==> src/rtl/mod_exp_ctrl.sv <==
// mod_exp_ctrl: left-to-right square-and-multiply sequencer computing
// x^n mod (2^255 - 19). It drives an external modular-multiply unit over
// a mm_req / mm_done handshake and owns the exponent shift register,
// bit counter, accumulator and FSM.
//
// Optional feature: define MOD_EXP_SKIP_LZ_EN to skip the exponent's
// leading zeros in a SCAN state. That makes run time depend on the
// exponent. The default build always performs N squarings.
//
// Handshake: mm_req is a one-cycle pulse issued in SQR/MUL. mm_a/mm_b are
// held from the request cycle through the mm_done cycle. The design
// consumes mm_done/mm_result only while waiting (SQR_W/MUL_W). A pulse
// at any other time is ignored.
module mod_exp_ctrl #(
  parameter int N = 256
) (
  input  logic         clk,
  input  logic         rst_n,
  input  logic         start,
  input  logic [N-1:0] x,
  input  logic [N-1:0] n,
  output logic         busy,
  output logic         done,
  output logic [N-1:0] result,
  output logic         mm_req,
  output logic [N-1:0] mm_a,
  output logic [N-1:0] mm_b,
  input  logic         mm_done,
  input  logic [N-1:0] mm_result,
  output logic [2:0]   dbg_state
);

  localparam int CW = $clog2(N) + 1;

`ifdef MOD_EXP_SKIP_LZ_EN
  typedef enum logic [2:0] {
    IDLE  = 3'd0,
    SQR   = 3'd1,
    SQR_W = 3'd2,
    MUL   = 3'd3,
    MUL_W = 3'd4,
    FIN   = 3'd5,
    SCAN  = 3'd6
  } state_t;
`else
  typedef enum logic [2:0] {
    IDLE  = 3'd0,
    SQR   = 3'd1,
    SQR_W = 3'd2,
    MUL   = 3'd3,
    MUL_W = 3'd4,
    FIN   = 3'd5
  } state_t;
`endif

  state_t         state, state_nxt;
  logic [N-1:0]   acc, exp_r, base_r, result_r;
  logic [CW-1:0]  cnt;

  // Datapath strobes produced by the FSM.
  logic ld_start, ld_acc_mm, ld_acc_base, shift, ld_result;
  logic cnt_last;

  // A shift in this cycle consumes the last exponent bit.
  assign cnt_last  = (cnt == CW'(1));
  assign dbg_state = state;

  // State register.
  always_ff @(posedge clk) begin
    if (!rst_n) state <= IDLE;
    else        state <= state_nxt;
  end

  // Next-state, handshake outputs and datapath strobes.
  always_comb begin
    state_nxt   = state;
    busy        = (state != IDLE);
    done        = 1'b0;
    mm_req      = 1'b0;
    mm_a        = '0;
    mm_b        = '0;
    ld_start    = 1'b0;
    ld_acc_mm   = 1'b0;
    ld_acc_base = 1'b0;
    shift       = 1'b0;
    ld_result   = 1'b0;
    result      = result_r;
    case (state)
      IDLE: begin
        if (start) begin
          ld_start = 1'b1;
`ifdef MOD_EXP_SKIP_LZ_EN
          state_nxt = SCAN;
`else
          state_nxt = SQR;
`endif
        end
      end
`ifdef MOD_EXP_SKIP_LZ_EN
      SCAN: begin
        shift = 1'b1;
        if (exp_r[N-1]) begin
          // The leading one replaces the square/multiply of 1 by base.
          ld_acc_base = 1'b1;
          state_nxt   = cnt_last ? FIN : SQR;
        end else if (cnt_last) begin
          state_nxt = FIN;
        end
      end
`endif
      SQR: begin
        mm_req    = 1'b1;
        mm_a      = acc;
        mm_b      = acc;
        state_nxt = SQR_W;
      end
      SQR_W: begin
        mm_a = acc;
        mm_b = acc;
        if (mm_done) begin
          ld_acc_mm = 1'b1;
          if (exp_r[N-1]) begin
            state_nxt = MUL;
          end else begin
            shift     = 1'b1;
            state_nxt = cnt_last ? FIN : SQR;
          end
        end
      end
      MUL: begin
        mm_req    = 1'b1;
        mm_a      = acc;
        mm_b      = base_r;
        state_nxt = MUL_W;
      end
      MUL_W: begin
        mm_a = acc;
        mm_b = base_r;
        if (mm_done) begin
          ld_acc_mm = 1'b1;
          shift     = 1'b1;
          state_nxt = cnt_last ? FIN : SQR;
        end
      end
      FIN: begin
        // Present the accumulator in the done cycle itself; the register
        // holds it afterwards until the next completion.
        done      = 1'b1;
        ld_result = 1'b1;
        result    = acc;
        state_nxt = IDLE;
      end
      default: state_nxt = IDLE;
    endcase
  end

  // Operand, exponent, counter, accumulator and result registers.
  always_ff @(posedge clk) begin
    if (!rst_n) begin
      acc      <= '0;
      exp_r    <= '0;
      base_r   <= '0;
      cnt      <= '0;
      result_r <= '0;
    end else begin
      if (ld_start) begin
        base_r <= x;
        exp_r  <= n;
        acc    <= N'(1);
        cnt    <= CW'(N);
      end
      if (ld_acc_mm)   acc <= mm_result;
      if (ld_acc_base) acc <= base_r;
      if (shift) begin
        exp_r <= exp_r << 1;
        cnt   <= cnt - CW'(1);
      end
      if (ld_result) result_r <= acc;
    end
  end

endmodule

==> config.mk <==
export PLATFORM = sky130hd
export DESIGN_NAME = mod_exp_ctrl
export DESIGN_NICKNAME = d
export VERILOG_FILES = /design/src/rtl/mod_exp_ctrl.sv
export SDC_FILE = /design/constraint.sdc
export NUM_CORES = 2
export LEC_CHECK = 0
export BUFFER_PORTS_ARGS = -buffer_cell sky130_fd_sc_hd__buf_4
export CORE_AREA = 2 2 610 612
export CTS_CLUSTER_DIAMETER = 40
export DETAILED_ROUTE_END_ITERATION = 16
export DIE_AREA = 0 0 612 614
export PLACE_DENSITY_LB_ADDON = 0.2
export SYNTH_ARGS = -nofsm -noshare
export SYNTH_HDL_FRONTEND = slang
export SYNTH_SLANG_ARGS = --single-unit
==> constraint.sdc <==
create_clock -name clk -period 1.65 [get_ports clk]
set_clock_uncertainty 0.05 [all_clocks]
set_input_delay 0 -clock clk [delete_from_list [all_inputs] [get_ports clk]]
set_output_delay 0 -clock clk [all_outputs]
set_load 0.01 [all_outputs]
==> impl_metrics.toml <==
[timing]
fin_crit_sh = 1.680
relSlewSlack = 0.4939
timing.fmax_ghz = 0.3608
tightest_slew_ns = 0.7577
whs_ns = 0.05688
hold_violations = 0
rsz0062_at_grt = "yes"
setup_viol = 1806
worst_slack_ns = -1.122
drv_slew = 0
fin_crit_ns = 2.772

[route]
drtPass1Iterations = 5
vias = 51910
drtAntennaViolNets = 0
totalWireLength_mm = 324.1
viasPerCell = 3.851
drt_iter0_markers = 3328
wire_per_inst_microns = 24.04
drc_errors = 0

[setup_path]
crit_type = "reg2out"
cp-start-kind = "flop"
crit_family = "buffers and inverters"
crit_end = "mm_a[198]"
crit_required_ns = 1.60
critPathMaxStageDelay_ns = 0.35
reg2regPathDepth = 19
cp.arrival_ns = 2.72
startpoint = "dbg_state[1]"
crit_fanout = 8
crit_chain = "buf_6, buf_4, nor2_4, buf_6, xnor2_4, buf_12, buf_12, buf_16, buf_12, buf_16, and2_4, buf_6"
reg2reg_slack_ns = -1.12
critPathBufInv = 9
crit-reg2reg-launch = "dbg_state[0]"
path_depth = 12
r2r-end = "dbg_state[2]"
slowest_stage = "dfxtp_4"
crit_path_end_kind = "output port"

[clock_tree]
htreeDepth = 5
cts_root_buffer = "clkbuf_16"
clk_pin_slew_ns = 0.04
clockBufferDepth = 4
cts_buffers = 270
clock-sinks = 1036
cts_tree = "yes"
insertion_delay_ns = 0.84

[finish]
drive_above_1_share = 0.3518
layout_common_cells = "1498 x dlygate4sd3_1, 1386 x buf_4, 1033 x dfxtp_1, 774 x nand2_1, 769 x a21oi_1"
finalNetCount = 9026
fin_cells = 13480
layout_commonest_cell = "dlygate4sd3_1"
area_growth_pct = 118.2
final_area_sq_um = 92790
final_util = 0.2506

[status]
violations = "negative setup slack"
status = "complete, but fails checks"

[floorplanning]
pin_count = 1546
num_rows = 224
coreArea_sq_um = 370200
initial_utilization = 0.1149
die-area_sq_um = 375800
fp.dieH_microns = 614
die_w_microns = 612

[place]
port_buffers = 1545
hpwl_mm = 244.7
gp_routability_congestion = 0.9344
placed_cells = 11320
pre_cts_ws_ns = -0.4057
place_area_sq_um = 62740

[logic_synthesis]
yosysWarnings = 0
syn_avg_cell_area_sq_um = 8.670
netlist_area_sq_um = 42530
syn-num-nets = 5679
ys_ff_latch = 1036
synth_edf_count = 0
syn_inst = 4905
synth_top_flop_cell = "dfxtp_1"
synth.distinct_cells = 47
synthArstFlopShare = 0
ys_seq_area_frac = 0.4877

[job]
drv_cap = 0

[grt]
grt_use_met1 = 0.1870
antenna_found_initial = 105
grt_busiest_layer = "met2"
overflow = 0
grt_pass1_wl_mm = 424.0
grt_max_degree = 87
grt_usage = 0.1601
met3_usage = 0.04033
grt_use_met2 = 0.2794
grt_pass1_vias = 51890

[power_and_ir_drop]
ir_drop_uv = 689.8
power.density_nw_per_um2 = 1039
leakage_nw = 38.61

[min_path]
hold_path.class = "in2reg"
[power breakdown]
| part | internal (mW) | leakage [nW] | total (mW) | switching (mW) |
|---|---|---|---|---|
| registers | 26.3 | 8.44 | 27.4 | 1.04 |
| clock network | 37.2 | 4.57 | 55.2 | 18.0 |
| logic | 7.27 | 25.6 | 13.9 | 6.62 |
[metrics by stage]
step	TNS, ns	power (mW)
floorplan	-45.25	31.17
global placement	-403.90	36.96
detailed placement	-448.94	37.02
CTS	-1172.09	97.60
global route	-1386.97	100.0
finish	-1206.56	96.42
[final cells by class]
cell class	count	area, sq um
Tap cell	4972	6221
Clock inverter	125	1754
Sequential cell	1036	20750
Multi-Input combinational cell	3402	21040
Antenna cell	46	115.1
Timing Repair Buffer	3535	35200
Inverter	7	46.29
Clock buffer	358	7660
Fill cell	40010	277400
[layer usage]
metal,share of wire,vias to the layer above
met5,0.0013,-
met4,0.044,52
met3,0.065,588
met2,0.49,1928
met1,0.40,25530
li1,-,23820
[cell usage after synthesis, types with 2 or more instances]
cell	count	area share
a31oi_1	4	0.00059
or3_1	3	0.00044
o21ai_1	41	0.0048
a21o_1	2	0.00035
nand3_1	6	0.00071
and2_1	513	0.075
a221oi_1	2	0.00041
dfxtp_1	1036	0.49
nor3b_1	2	0.00035
buf_4	2	0.00035
nor2_1	262	0.023
a22oi_1	255	0.045
nor4_1	2	0.00029
buf_2	227	0.027
mux2_2	256	0.068
nor3_1	3	0.00035
a22o_1	256	0.053
nand3b_1	4	0.00071
nand2_1	775	0.068
ha_1	2	0.00059
o21ai_0	218	0.026
clkbuf_1	212	0.019
nand2b_1	3	0.00044
buf_6	3	0.00079
nor2b_1	4	0.00059
a21oi_1	770	0.091
inv_1	6	0.00053
nand4b_1	2	0.00041
buf_1	16	0.0014
[flip-flops by register name, summed over array words and instances, names as in the netlist]
signal	cells
cnt	9
dbg_state	3
acc	256
result_r	256
base_r	256
exp_r	256
[worst min-delay path by stage]
| stage | cells after the start | from | to |
|---|---|---|---|
| after floorplan | 2 | n[10] | exp_r[10] |
| after global placement | 3 | mm_result[41] | acc[41] |
| after detailed placement | 3 | mm_result[40] | acc[40] |
| after CTS | 5 | n[239] | exp_r[239] |
| after global routing | 4 | x[125] | base_r[125] |
| final | 4 | x[110] | base_r[110] |
[worst register-to-register path, cell delays in order, from the launching register on]
cell	delay [ns]
dfxtp_4	0.36
buf_12	0.12
buf_8	0.10
nand3b_1	0.10
buf_4	0.15
buf_4	0.12
buf_4	0.12
buf_4	0.12
buf_4	0.12
buf_4	0.12
buf_4	0.12
buf_4	0.12
buf_4	0.12
buf_4	0.12
buf_4	0.12
buf_4	0.12
buf_4	0.12
buf_4	0.12
buf_4	0.11
a31oi_1	0.14
[repair_timing]
item,in CTS,in global routing
cloned,33,21
pin swaps,63,18
buffers inserted,58,35
hold buffers,1498,0
resized for setup,460,444
hold endpoints to repair,1036,0
setup endpoints to repair,1799,1805
[kinds of logic (layout without fill, tap and decap cells)]
family | Yosys count | in the layout | synth area share
AND/OR/NAND/NOR | 1584 | 1584 | 0.1725
buffers and inverters | 467 | 4025 | 0.04861
other | 0 | 46 | 0
XOR/XNOR | 2 | 2 | 0.0004120
AO/OA/AOI/OAI | 1557 | 1557 | 0.2222
multiplexers | 257 | 257 | 0.06802
adder cells (fa/ha/maj) | 2 | 2 | 0.0005883
flip-flops | 1036 | 1036 | 0.4877
(Power assumes the default switching activity.)
